**src/rtl/minrv32_mem_adapter.sv**
```systemverilog
// minrv32_mem_adapter
//
// Bridges the minrv32 core's byte-addressed load/store port onto a simple
// word-oriented valid/ready bus. One core request becomes at most one bus
// transfer. The adapter lines store data and byte enables up with the correct
// byte lanes, and right-justifies load data on the way back. Misaligned
// accesses are rejected without touching the bus. A request with no byte
// mask at all is a no-op. A bus transfer that never completes is abandoned
// after TIMEOUT_CYCLES wait cycles. Every outcome ends in a single DONE cycle,
// which releases the stall and reports the result to the core.
//
// Parameters
//   TIMEOUT_CYCLES  bus-wait cycles before a transfer is abandoned (0 = never)
//
// Ports
//   clk, reset                  clock and asynchronous active-high reset
//   core_valid/addr/wdata       core request, store data right-justified
//   core_wstrb/rmask            right-justified store/load byte masks
//   core_rdata/stall/err        right-justified load data, stall, 1-cycle error
//   bus_valid/addr/wdata/wstrb  word-aligned bus request, lane-aligned data
//   bus_ready/rdata/err         bus completion, read word, error response

module minrv32_mem_adapter #(
  parameter int TIMEOUT_CYCLES = 255
) (
  input  logic        clk,
  input  logic        reset,
  input  logic        core_valid,
  input  logic [31:0] core_addr,
  input  logic [31:0] core_wdata,
  input  logic [3:0]  core_wstrb,
  input  logic [3:0]  core_rmask,
  output logic [31:0] core_rdata,
  output logic        core_stall,
  output logic        core_err,
  output logic        bus_valid,
  output logic [31:0] bus_addr,
  output logic [31:0] bus_wdata,
  output logic [3:0]  bus_wstrb,
  input  logic        bus_ready,
  input  logic [31:0] bus_rdata,
  input  logic        bus_err
);

  // The wait counter is at least 8 bits wide. It grows only when a longer
  // timeout is configured.
  localparam int WAIT_W = (TIMEOUT_CYCLES > 255) ? $clog2(TIMEOUT_CYCLES + 1) : 8;
  localparam logic [WAIT_W-1:0] WAIT_LAST = WAIT_W'(TIMEOUT_CYCLES - 1);
  localparam bit TIMEOUT_EN = (TIMEOUT_CYCLES != 0);

  typedef enum logic [1:0] {
    ST_IDLE,
    ST_BUSY,
    ST_DONE
  } state_t;

  state_t            state_q, state_d;
  logic [31:0]       addr_q, addr_d;
  logic [1:0]        off_q, off_d;
  logic [3:0]        rmask_q, rmask_d;
  logic [31:0]       wdata_q, wdata_d;
  logic [3:0]        wstrb_q, wstrb_d;
  logic [WAIT_W-1:0] wait_q, wait_d;
  logic              err_q, err_d;
  logic [31:0]       rdata_q, rdata_d;

  logic [3:0]  size_mask;
  logic        is_noop;
  logic        misaligned;
  logic        timed_out;
  logic [31:0] load_shifted;
  logic [31:0] load_byte_mask;
  logic [31:0] load_data;

  // Request classification. The access size comes from the store mask when
  // the request is a store, and from the load mask otherwise.
  always_comb begin
    size_mask  = (core_wstrb != 4'b0000) ? core_wstrb : core_rmask;
    is_noop    = (core_wstrb == 4'b0000) && (core_rmask == 4'b0000);
    misaligned = ((size_mask == 4'b0011) && core_addr[0]) ||
                 ((size_mask == 4'b1111) && (core_addr[1:0] != 2'b00));
  end

  // The timeout fires on the wait cycle that would bring the counter up to
  // TIMEOUT_CYCLES. That gives exactly TIMEOUT_CYCLES cycles of bus_valid.
  // A ready in that same cycle still completes normally.
  always_comb begin
    timed_out      = TIMEOUT_EN && (wait_q == WAIT_LAST) && !bus_ready;
    load_shifted   = bus_rdata >> {off_q, 3'b000};
    load_byte_mask = {{8{rmask_q[3]}}, {8{rmask_q[2]}},
                      {8{rmask_q[1]}}, {8{rmask_q[0]}}};
    load_data      = load_shifted & load_byte_mask;
  end

  always_ff @(posedge clk or posedge reset) begin
    if (reset) begin
      state_q <= ST_IDLE;
    end else begin
      state_q <= state_d;
    end
  end

  always_comb begin
    state_d = state_q;
    case (state_q)
      ST_IDLE: begin
        if (core_valid) begin
          state_d = (is_noop || misaligned) ? ST_DONE : ST_BUSY;
        end
      end
      ST_BUSY: begin
        if (bus_ready || timed_out) begin
          state_d = ST_DONE;
        end
      end
      ST_DONE: state_d = ST_IDLE;
      default: state_d = ST_IDLE;
    endcase
  end

  // Datapath next-state. The request is latched once in IDLE and then held
  // untouched while the bus transfer runs. rdata_q only changes when a load
  // completes on the bus.
  always_comb begin
    addr_d  = addr_q;
    off_d   = off_q;
    rmask_d = rmask_q;
    wdata_d = wdata_q;
    wstrb_d = wstrb_q;
    wait_d  = wait_q;
    err_d   = err_q;
    rdata_d = rdata_q;
    case (state_q)
      ST_IDLE: begin
        if (core_valid) begin
          addr_d  = {core_addr[31:2], 2'b00};
          off_d   = core_addr[1:0];
          rmask_d = core_rmask;
          wdata_d = core_wdata << {core_addr[1:0], 3'b000};
          wstrb_d = core_wstrb << core_addr[1:0];
          wait_d  = '0;
          err_d   = misaligned && !is_noop;
        end
      end
      ST_BUSY: begin
        if (bus_ready) begin
          err_d = bus_err;
          if (rmask_q != 4'b0000) begin
            rdata_d = load_data;
          end
        end else begin
          wait_d = wait_q + WAIT_W'(1);
          if (timed_out) begin
            err_d = 1'b1;
          end
        end
      end
      default: begin
      end
    endcase
  end

  always_ff @(posedge clk or posedge reset) begin
    if (reset) begin
      addr_q  <= '0;
      off_q   <= '0;
      rmask_q <= '0;
      wdata_q <= '0;
      wstrb_q <= '0;
      wait_q  <= '0;
      err_q   <= 1'b0;
      rdata_q <= '0;
    end else begin
      addr_q  <= addr_d;
      off_q   <= off_d;
      rmask_q <= rmask_d;
      wdata_q <= wdata_d;
      wstrb_q <= wstrb_d;
      wait_q  <= wait_d;
      err_q   <= err_d;
      rdata_q <= rdata_d;
    end
  end

  // Outputs. The stall is raised combinationally as soon as a request shows
  // up in IDLE. DONE drops it, so the core sees its result in that cycle.
  always_comb begin
    bus_valid  = (state_q == ST_BUSY);
    core_stall = ((state_q == ST_IDLE) && core_valid) || (state_q == ST_BUSY);
    core_err   = (state_q == ST_DONE) && err_q;
  end

  assign core_rdata = rdata_q;
  assign bus_addr   = addr_q;
  assign bus_wdata  = wdata_q;
  assign bus_wstrb  = wstrb_q;

endmodule

```
**config.mk**
```make
export PLATFORM = sky130hd
export DESIGN_NAME = minrv32_mem_adapter
export DESIGN_NICKNAME = d
export VERILOG_FILES = /design/src/rtl/minrv32_mem_adapter.sv
export SDC_FILE = /design/constraint.sdc
export NUM_CORES = 1
export LEC_CHECK = 0
export BUFFER_PORTS_ARGS = -buffer_cell sky130_fd_sc_hd__buf_2
export CAP_MARGIN = 20
export CORE_ASPECT_RATIO = 0.5
export CORE_MARGIN = 2
export CORE_UTILIZATION = 30
export DETAILED_ROUTE_END_ITERATION = 7
export GPL_ROUTABILITY_DRIVEN = 1
export PLACE_DENSITY_LB_ADDON = 0.08
export SETUP_SLACK_MARGIN = 0.5
export SLEW_MARGIN = 20
export SYNTH_ARGS = -nofsm -noshare
export SYNTH_HDL_FRONTEND = slang
export SYNTH_SLANG_ARGS = --single-unit
```
**constraint.sdc**
```tcl
create_clock -name clk -period 10.1 [get_ports clk]
set_clock_uncertainty 0.15 [all_clocks]
set_input_delay 2.525 -clock clk [delete_from_list [all_inputs] [get_ports clk]]
set_output_delay 2.525 -clock clk [all_outputs]
set_load 0.05 [all_outputs]
```
==> metrics.txt <==
status completed; number of sinks handled by clock tree synthesis around 120; ratio of final minimum period to clock period 0.5795; Post-Synthesis Cells around 580; number of synthesized flops with an enable pin 0; CP required between 7000 and 8000 ps; path type of the worst min-delay path reg -> reg; headroom to the max-slew limit 0.3717; share of layout cells above drive strength 1 0.3282; Final Wtd Congestion around 0.80; FF+latch count, synth approximately 120; count of different cell masters after synthesis 44; area enclosed by the die boundary between 15000 and 20000 µm²; compound-cell area share of the yosys netlist 0.1286; H-Tree Level Count 4; Power per Cell Area roughly 370 nW/µm²; largest buffer count on any clock path 2; simple-gate share of the synthesized area 0.2132; Highest Clock Rate around 170 MHz; Post-layout nets 886; kind of launch point of the worst setup path input port; Critical Path End Type output port; routed wire length 16100 µm; filler cell count in the final layout roughly 1.8k; count of buffers inserted at the top-level ports 209; number of gates resized after cts 0; main area contributors after synthesis dfrtp_1 (52%), nand2_1 (13%), mux2i_1 (6.2%); DRC violations left 0; cell area after placement ~6700 µm²; setup repair after global routing missed its margin false; clock-pin slew on the worst setup and hold paths around 50 ps; area taken by multi-input logic gates about 2400 µm²; number of antenna violations at the first check in global routing 1; setup TNS 0 ps; global-route wire length before repair between 20000 and 30000 µm; Seq/Total Area, Yosys 0.5218; iteration count of the initial detailed-routing pass 4; initial cell density of the core 0.3117; prevailing post-synth register cell dfrtp_1; Hold-fix buffers, CTS 0; top-area cell type share of the netlist area 0.5218; largest net degree at the start of global routing between 70 and 80; total chip power approximately 2700 µW; setup violators final 0; final worst-path setup slack roughly 4200 ps; combinational family with the most area after synthesis simple AND/OR/NAND/NOR gates; XOR/XNOR share of the synthesized area 0.009528; final count of hold timing violations 0; clock tree root buffer cell clkbuf_16; DPL Wire Length 11390 µm; highest-count cells in the layout ignoring fill and taps buf_2 (209), nand2_1 (192), dfrtp_1 (115); transition at the pin with the smallest max-transition slack roughly 940 ps; worst setup path category in -> out; post-synthesis instance area 5515 µm²; violation count after the first detailed-route iteration 208; max-slew violations 0; antenna-violating nets left 0; Max Fanout on Critical Path 3; number of top-level pins about 210; count of warnings emitted by yosys 0; TritonCTS Buffers 17; fraction of synthesized area in multiplexers 0.08008; static leakage power 0.003791 µW; Post-synth ARST share 1.000; Post-Layout Inst Area about 7200 µm²; drt via density around 4.7; clock tree from TritonCTS done; post-synthesis area per instance between 9 and 10 µm²; most common cell after layout, fill and taps aside buf_2; DR WL/cell roughly 16 µm; adder-cell share of the synthesized area 0.004537; total via count after detailed routing ~4.8k; Max VDD drop between 0.0002 and 0.00025 V; Sequential cell area 2878 µm²; data arrival time of the worst path around 3200 ps; area of the core region 17700 µm²; pre-CTS setup slack roughly 4200 ps; via count of the first global-routing pass approximately 4.8k; num rows 34; Worst-Skew Late Latency around 400 ps; max cap viols 0; total congestion overflow after global routing 0; number of buffers inserted to repair setup after CTS 0; die width approximately 200 µm; Synth area leader dfrtp_1; Tot GR Track Use 0.1701; P&R area growth vs syn 31.44%; shortest clock period the worst path allows after layout ~6000 ps; floorplan die height around 100 µm
sequential cells by signal, indices dropped and copies added (netlist names):
signal,count
bus_wdata,32
bus_addr,30
off_q,2
wait_q,8
bus_wstrb,4
err_q,1
state_q,2
rmask_q,4
core_rdata,32
layout make-up:
class	count	area share
diodes	1	0.0003452
clock buffers	25	0.06835
clock inverters	5	0.01036
inverters	2	0.001381
multi-input cells	426	0.3338
flip-flops and latches	115	0.3970
well taps	234	0.04039
repair buffers	213	0.1484
cell usage after synthesis (2+ instances only):
master,number
nor2_1,21
xnor2_1,3
nor2b_1,20
nand2b_1,2
buf_6,3
and3_1,5
a22o_1,8
buf_2,15
ha_1,2
clkbuf_1,16
o31ai_1,18
mux2i_1,34
a21oi_1,19
nor3b_2,2
a211o_1,8
nand4_1,4
nand3_1,13
nand2_1,193
mux2_2,9
inv_1,2
o21ai_1,8
dfrtp_1,115
buf_4,6
xor2_1,3
buf_1,2
a32o_1,8
a211oi_1,9
o21ai_0,20
layer usage:
metal	vias up	track usage	part of all wire
li1	2378	-	-
met3	14	0.05309	0.064
met5	-	0	0
met2	127	0.2618	0.44
met4	0	0.05420	0.011
met1	2261	0.2305	0.48
through the flow:
step	hold slack (ps)	util	cells
CTS	312.5	0.4095	1020
detailed placement	301.2	0.3773	990
global placement	297.7	0.3773	990
finish	312.6	0.4096	1021
floorplan	299.8	-	585
global route	338.8	0.4095	1020
cells by family after synthesis:
kind of cell	after synthesis
AND/OR/NAND/NOR	269
flip-flops	115
AO/OA/AOI/OAI	104
buffers and inverters	44
multiplexers	43
XOR/XNOR	6
adder cells (fa/ha/maj)	2
other	1
critical path: stages:
cell	delay, ps
buf_2	110
nor2_1	40
nor2_1	200
buf_2	310
report_power, final:
| group | switching (µW) | internal [µW] |
|---|---|---|
| combinational | 1020 | 321 |
| sequential | 129 | 658 |
| clock | 202 | 385 |
| total | 1350 | 1360 |
path summary, 6_finish.rpt:
| kind | from | endpoint | slack [ps] | cells past startpoint |
|---|---|---|---|---|
| max | core_valid | core_stall | 4250 | 4 |
| min | bus_wdata[6]$_DFFE_PP0P_ | bus_wdata[6]$_DFFE_PP0P_ | 310 | 2 |
| max reg2reg | state_q[0]$_DFFE_PP0P_ | core_rdata[0]$_DFFE_PP0P_ | 7650 | 3 |
| min reg2reg | bus_wdata[6]$_DFFE_PP0P_ | bus_wdata[6]$_DFFE_PP0P_ | 310 | 2 |
| max in group asynchronous | reset | bus_wdata[2]$_DFFE_PP0P_ | 6450 | 3 |
| min in group asynchronous | reset | core_rdata[9]$_DFFE_PP0P_ | 2130 | 2 |
No activity file was read; power rests on OpenSTA's default activity.
